<file path="config.mk">
export PLATFORM = sky130hd
export DESIGN_NAME = alu_sequencer
export DESIGN_NICKNAME = d
export VERILOG_FILES = /design/src/rtl/alu_sequencer.sv
export SDC_FILE = /design/constraint.sdc
export NUM_CORES = 1
export LEC_CHECK = 0
export ABC_CLOCK_PERIOD_IN_PS = 4250
export BUFFER_PORTS_ARGS = -buffer_cell sky130_fd_sc_hd__buf_4
export CAP_MARGIN = 10
export CORE_MARGIN = 2
export CORE_UTILIZATION = 50
export DETAILED_ROUTE_END_ITERATION = 8
export PLACE_DENSITY = 0.75
export SYNTH_ARGS = -nofsm -noshare
export SYNTH_HDL_FRONTEND = slang
export SYNTH_SLANG_ARGS = --single-unit
export TNS_END_PERCENT = 1
</file>
<file path="constraint.sdc">
create_clock -name clk -period 4.25 [get_ports clk]
set_input_delay 0.425 -clock clk [delete_from_list [all_inputs] [get_ports clk]]
set_output_delay 0.425 -clock clk [all_outputs]
set_load 0.005 [all_outputs]
</file>
<file path="src/rtl/alu_sequencer.sv">
// Issue-side controller for the 8-bit combinational ALU: 4x8 register file, IDLE/EXEC/DONE sequencing.
// Optional illegal-op trap enabled by defining ALU_SEQ_ILLEGAL_TRAP_EN; otherwise illegal ops complete as NOPs.
module alu_sequencer (
    input  logic       clk,
    input  logic       rst,
    input  logic       instr_valid,
    output logic       instr_ready,
    input  logic [7:0] instr,
    input  logic       ld_en,
    input  logic [1:0] ld_addr,
    input  logic [7:0] ld_data,
    input  logic [1:0] rd_addr,
    output logic [7:0] rd_data,
    output logic [7:0] alu_in1,
    output logic [7:0] alu_in2,
    output logic [2:0] alu_mode,
    input  logic [7:0] alu_out,
    input  logic       alu_zero,
    input  logic       alu_carry,
    output logic       flag_zero,
    output logic       flag_carry,
    output logic       done,
    output logic       err
);

    typedef enum logic [1:0] {
        ST_IDLE = 2'd0,
        ST_EXEC = 2'd1,
        ST_DONE = 2'd2
    } state_t;

    localparam logic [2:0] OP_ADD = 3'd0;
    localparam logic [2:0] OP_SUB = 3'd1;
    localparam logic [2:0] OP_CMP = 3'd2;
    localparam logic [2:0] OP_AND = 3'd3;
    localparam logic [2:0] OP_OR  = 3'd4;
    localparam logic [2:0] OP_XOR = 3'd5;

    state_t     state_r;
    logic [7:0] regs_r [4];
    logic [2:0] op_r;
    logic [1:0] ra_r;
    logic [1:0] rb_r;
    logic       flag_zero_r;
    logic       flag_carry_r;
    logic       done_r;
    logic       unused_reserved_s;

    function automatic logic op_legal(input logic [2:0] op);
        logic legal;
        case (op)
            OP_ADD, OP_SUB, OP_CMP, OP_AND, OP_OR, OP_XOR: legal = 1'b1;
            default:                                       legal = 1'b0;
        endcase
        return legal;
    endfunction

`ifdef ALU_SEQ_ILLEGAL_TRAP_EN
    logic err_r;
    assign err = err_r;
`else
    assign err = 1'b0;
`endif

    assign unused_reserved_s = instr[4];
    assign instr_ready       = (state_r == ST_IDLE);
    assign rd_data           = regs_r[rd_addr];
    assign flag_zero         = flag_zero_r;
    assign flag_carry        = flag_carry_r;
    assign done              = done_r;

    // Sequencer FSM, register file, flag capture and done pulse.
    always_ff @(posedge clk) begin
        if (rst) begin
            state_r      <= ST_IDLE;
            for (int i = 0; i < 4; i++) regs_r[i] <= 8'h00;
            op_r         <= 3'd0;
            ra_r         <= 2'd0;
            rb_r         <= 2'd0;
            flag_zero_r  <= 1'b0;
            flag_carry_r <= 1'b0;
            done_r       <= 1'b0;
`ifdef ALU_SEQ_ILLEGAL_TRAP_EN
            err_r        <= 1'b0;
`endif
        end else begin
            case (state_r)
                ST_IDLE: begin
                    done_r <= 1'b0;
                    // A same-cycle load commits before EXEC reads the file.
                    if (ld_en) regs_r[ld_addr] <= ld_data;
                    if (instr_valid) begin
                        op_r    <= instr[7:5];
                        ra_r    <= instr[3:2];
                        rb_r    <= instr[1:0];
                        state_r <= ST_EXEC;
                    end
                end
                ST_EXEC: begin
                    state_r <= ST_DONE;
                    done_r  <= 1'b1;
                    case (op_r)
                        OP_ADD, OP_SUB: begin
                            regs_r[ra_r] <= alu_out;
                            flag_zero_r  <= alu_zero;
                            flag_carry_r <= alu_carry;
                        end
                        OP_CMP: begin
                            flag_zero_r  <= alu_zero;
                            flag_carry_r <= alu_carry;
                        end
                        // Logic ops leave carry alone; the ALU carry is stale here.
                        OP_AND, OP_OR, OP_XOR: begin
                            regs_r[ra_r] <= alu_out;
                            flag_zero_r  <= alu_zero;
                        end
                        default: begin
`ifdef ALU_SEQ_ILLEGAL_TRAP_EN
                            err_r <= 1'b1;
`endif
                        end
                    endcase
                end
                ST_DONE: begin
                    done_r  <= 1'b0;
                    state_r <= ST_IDLE;
                end
                default: begin
                    done_r  <= 1'b0;
                    state_r <= ST_IDLE;
                end
            endcase
        end
    end

    // ALU drive: operands and mode only for a legal op in EXEC, zeros otherwise.
    always_comb begin
        alu_in1  = 8'h00;
        alu_in2  = 8'h00;
        alu_mode = 3'b000;
        if ((state_r == ST_EXEC) && op_legal(op_r)) begin
            alu_in1  = regs_r[ra_r];
            alu_in2  = regs_r[rb_r];
            alu_mode = op_r;
        end else begin
            alu_in1  = 8'h00;
            alu_in2  = 8'h00;
            alu_mode = 3'b000;
        end
    end

endmodule

</file>
==> flow_metrics.tcl, run 1 <==
set metrics [dict create \
    synth_area_um2 2750 \
    wl_per_cell_um 19.0 \
    cts_buffers 5 \
    dp_hpwl_mm 4.44 \
    antenna_found_initial 0 \
    ys_seq_elements 48 \
    drt_pass1_iterations 4 \
    grt_max_degree 21 \
    fmax_ghz 0.388 \
    worstReg2RegStart "state_r[0]" \
    postCtsResizedCells 0 \
    worst_pin_slew_ns 1.22 \
    rrSetupSlack_ns 1.69 \
    min_period_over_period_pct 60.7 \
    cap_viol_max_count 0 \
    path_clk_slew_ns 0.08 \
    totalPowerFinal_uw 1010 \
    hold_depth 3 \
    ios 66 \
    timing.hold.ws_ns 0.351 \
    dieArea_um2 6120 \
    hold_class "in -> reg" \
    worst_slack_ns 1.67 \
    fin_crit_ns 2.58 \
    grt_pass1_wl_mm 9.86 \
    setup_violations 0 \
    final_common_cell "buf_4" \
    crit_type "reg -> out" \
    cp-end-kind "output port" \
    areaGrowthSynthToFinish_pct 21.2 \
    worstHoldStart "instr[7]" \
    worstSetupStartpoint "state_r[0]" \
    synth-edff-count 32 \
    crit_path_start_kind "flop" \
    cts_max_path_buffers 2 \
    max-vdd-ir-drop_mv 0.208 \
    max_slew_margin_pct 18.8 \
    nNetsFinal 296 \
    vias 2030 \
    arrival_ns 2.15 \
    root_buffer "clkbuf_8" \
    rr_endpoint "regs_r[1][3]" \
    yosysWarningCount 0 \
    core_um2 5410 \
    post-place-ws_ns 1.62 \
    hold_path_end "op_r[2]" \
    cts_htree_levels 2 \
    tns_ns 0 \
    leakage_uw 0.00133 \
    drv_slew 0 \
    syn_avg_cell_area_um2 13.3 \
    drc 0 \
    drive_gt1_share_pct 41.8 \
    die-width_um 78.2 \
    cts-hold-fix-buffers 0 \
    hold_violations 0 \
    vias_per_cell 6.06 \
    fillers 447 \
    syn_nets 241 \
    cts_tree "built" \
    grt_pass1_vias 1920 \
    initial_core_util_pct 50.9 \
    antennaDiodeCount 0 \
    drt-total-wl_mm 6.36 \
    instances_no_fill 335 \
    cts_setup_buffers 0 \
    grtUsageTotal_pct 21.7 \
    final_antenna_net_count 0 \
    multi_input_area_um2 1370 \
    final_cell_mix "65 x buf_4, 32 x edfxtp_1, 24 x mux4_2, 18 x and3_1" \
    dp_cells 327 \
    p_per_area_nw_per_um2 302 \
    fin_skew_ns 0.00735 \
    critPathRequiredTime_ns 3.83 \
    grt_setup_unrepaired "false" \
    cts.sinks 48 \
    async_flop_share_pct 0 \
    synthCells 207 \
    cp_max_fo 20 \
    synth_top_flop_cell "edfxtp_1" \
    die_h_um 78.2 \
    first_iter_violations 160 \
    seqCellArea_um2 1280 \
    ys_types 38 \
    gp_congestion 0.841 \
    reg2reg_depth 3 \
    grt.overflow.total 0 \
    row_count 27 \
    clk_latency_ns 0.31 \
    synth-seq-area-share_pct 46.5 \
    port_buffers 63 \
    status "finished, final reports clean" \
]
[layer usage]
layer	track usage, %	up-vias	wire [um]
li1	-	949	-
met1	26.6	988	2450
met2	37.6	86	3330
met3	4.02	7	480
met4	9.12	0	97
met5	0	-	0
[registers in the layout, indices dropped and copies added, names as in the netlist, named ones only]
register    flops
done            1
ra_r            2
rb_r            2
op_r            3
regs_r         32
flag_zero       1
state_r         2
flag_carry      1
[critical path: stages (launching register included)]
cell and delay [ns]:
dfxtp_1 0.44, nor2b_1 0.98, and3_1 0.31, buf_4 0.12
[cell families after synthesis]
group / count (synthesis) / share of synthesized area, %
other cells: 1 / 0.136
mux: 31 / 22.2
simple gates: 63 / 13.2
buf+inv: 23 / 3.91
compound gates: 41 / 14.0
flops: 48 / 46.5
[report_power, final]
part / internal [uW] / switching (uW)
combinational: 97.4 / 77.4
sequential: 528 / 29.3
clock: 131 / 146
[metrics by stage]
step | utilization (%) | cell area [um2]
2_1_floorplan | - | 2750
3_3_place_gp | 60.1 | 3250
3_5_place_dp | 60.1 | 3250
4_1_cts | 61.7 | 3340
5_1_grt | 61.7 | 3340
6_report | 61.7 | 3340
[final cells by class]
type	count	share of cell area (%)
multi-input cells	136	40.9
flip-flops and latches	48	38.4
repair buffers	65	14.6
well taps	72	2.70
clock buffers	7	2.59
inverters	6	0.675
clock inverters	1	0.112
[worst max path at each step]
stage              endpoint  slack, ns  depth (start not counted)
6_report         alu_in1[6]       1.67                          3
3_5_place_dp   regs_r[1][3]       1.62                          4
5_1_grt          alu_in1[6]       1.52                          3
2_1_floorplan  regs_r[1][0]       2.47                          4
3_3_place_gp   regs_r[1][4]       1.66                          4
4_1_cts          alu_in1[6]       1.68                          3
[synthesized netlist by cell type (all sizes together) (4+ instances only)]
library cell | count | area share, %
dfxtp | 16 | 12
o2111ai | 4 | 2.8
edfxtp | 32 | 35
nor2 | 8 | 1.1
nand2 | 18 | 2.6
o211ai | 9 | 3.4
nand3 | 6 | 1.5
clkbuf | 7 | 0.95
a22oi | 16 | 4.4
inv | 6 | 0.82
and3 | 18 | 4.1
a221oi | 8 | 2.5
mux4 | 24 | 20
buf | 10 | 2.1
mux2i | 7 | 2.5
Power figures use the tool's default switching activity.
==> run 2, diff against run 1 <==
--- a/config.mk
+++ b/config.mk
@@ -5,7 +5,7 @@
 export SDC_FILE = /design/constraint.sdc
 export NUM_CORES = 1
 export LEC_CHECK = 0
-export ABC_CLOCK_PERIOD_IN_PS = 4250
+export ABC_CLOCK_PERIOD_IN_PS = 2400
 export BUFFER_PORTS_ARGS = -buffer_cell sky130_fd_sc_hd__buf_4
 export CAP_MARGIN = 10
 export CORE_MARGIN = 2
==> constraint.sdc (replaced) <==
create_clock -name clk -period 2.4 [get_ports clk]
set_input_delay 0.24 -clock clk [delete_from_list [all_inputs] [get_ports clk]]
set_output_delay 0.24 -clock clk [all_outputs]
set_load 0.005 [all_outputs]
==> run 2 against run 1 <==
Net effect:
- power increased by 92%
- cell area increased by 2.9%
- combinational power increased by 81%
- first-iteration DRC count increased by 16%
==> flow_metrics.tcl, run 2 (same netlist as run 1, synthesis figures left out) <==
set metrics [dict create \
    postCtsResizedCells 0 \
    vias 2057 \
    antennaDiodeCount 0 \
    root_buffer "clkbuf_8" \
    cp_max_fo 8 \
    hold_class "in -> reg" \
    cts_buffers 5 \
    regMostFlops "regs_r" \
    hold_path_end "op_r[0]" \
    areaGrowthSynthToFinish_pct 24.7 \
    instances_no_fill 343 \
    core_um2 5410 \
    grt.overflow.total 0 \
    critPathRequiredTime_ns 2.16 \
    path_clk_slew_ns 0.08 \
    antenna_found_initial 0 \
    p_per_area_nw_per_um2 564 \
    max-vdd-ir-drop_mv 0.401 \
    post-place-ws_ns 0.268 \
    grt_setup_unrepaired "false" \
    dp_cells 335 \
    cts_htree_levels 2 \
    die_h_um 78.2 \
    hold_depth 3 \
    cts_setup_buffers 0 \
    max_slew_margin_pct 39.7 \
    tns_ns 0 \
    initial_core_util_pct 50.9 \
    worstReg2RegStart "state_r[0]" \
    fmax_ghz 0.457 \
    status "finished, final reports clean" \
    wl_per_cell_um 18.9 \
    drv_slew 0 \
    drt-total-wl_mm 6.49 \
    final_antenna_net_count 0 \
    cp-end-kind "output port" \
    min_period_over_period_pct 91.2 \
    clk_latency_ns 0.30 \
    rrSetupSlack_ns 0.29 \
    grt_pass1_vias 1994 \
    reg_top3 "regs_r (32), op_r (3)" \
    arrival_ns 1.95 \
    grtUsageTotal_pct 22.3 \
    final_cell_mix "73 x buf_4, 32 x edfxtp_1, 24 x mux4_2, 18 x and3_1" \
    nNetsFinal 304 \
    cap_viol_max_count 0 \
    die-width_um 78.2 \
    ios 66 \
    timing.hold.ws_ns 0.179 \
    row_count 27 \
    worstHoldStart "instr[5]" \
    port_buffers 63 \
    largest_reg_flops 32 \
    grt_pass1_wl_mm 10.1 \
    first_iter_violations 185 \
    final_common_cell "buf_4" \
    cts-hold-fix-buffers 0 \
    fin_skew_ns 0.00458 \
    vias_per_cell 6.00 \
    hold_violations 0 \
    dieArea_um2 6120 \
    drive_gt1_share_pct 44.3 \
    crit_type "reg -> out" \
    finalCoreUtilization_pct 63.5 \
    leakage_uw 0.00138 \
    fin_crit_ns 2.19 \
    rr_endpoint "regs_r[3][7]" \
    worst_pin_slew_ns 0.901 \
    gp_congestion 0.841 \
    drt_pass1_iterations 4 \
    cts_max_path_buffers 2 \
    cts.sinks 48 \
    grt_max_degree 21 \
    worst_slack_ns 0.212 \
    setup_violations 0 \
    dp_hpwl_mm 4.68 \
    reg2reg_depth 4 \
    cts_tree "built" \
    drc 0 \
    crit_path_start_kind "flop" \
]
-- run 2: where the power goes --
group          total, uW  switching [uW]  internal (uW)
Sequential           987            52.2            935
Clock                633             265            368
Combinational        316             137            179
Total               1940             454           1480
-- run 2: cell type report --
type                    instances  area [um2]
multi-input cells             136        1370
repair buffers                 73         548
flip-flops and latches         48        1280
well taps                      72        90.1
clock inverters                 1        30.0
fillers                       445        1970
clock buffers                   7        96.3
inverters                       6        22.5
-- run 2: how the worst max path moves through the flow --
stage | startpoint | endpoint | slack [ns] | depth (start not counted)
global route | flop | alu_in1[5] | 0.1 | 3
CTS | flop | alu_in1[7] | 0.19 | 3
detailed placement | state_r[0] | regs_r[3][4] | 0.27 | 4
floorplan | state_r[1] | regs_r[1][0] | 0.63 | 3
finish | flop | alu_in1[2] | 0.21 | 3
global placement | state_r[0] | regs_r[3][3] | 0.32 | 4
-- run 2: stage by stage --
step / cell area [um2] / power, uW
final: 3430 / 1940
after global routing: 3430 / 2010
after CTS: 3430 / 1950
after detailed placement: 3310 / 1320
after global placement: 3310 / 1320
after floorplan: 2750 / 1180
-- run 2: per-layer routing --
layer | GRT usage, % | up-vias | share of wire, %
li1 | - | 969 | -
met1 | 29.6 | 989 | 41
met2 | 37.1 | 93 | 50
met3 | 4.02 | 6 | 8.4
met4 | 8.07 | 0 | 1.4
met5 | 0 | - | 0
-- run 2: critical path, stage by stage, from the launching register on --
cell and delay [ns]:
dfxtp_1 0.73, mux4_2 0.59, and3_1 0.20, buf_4 0.13
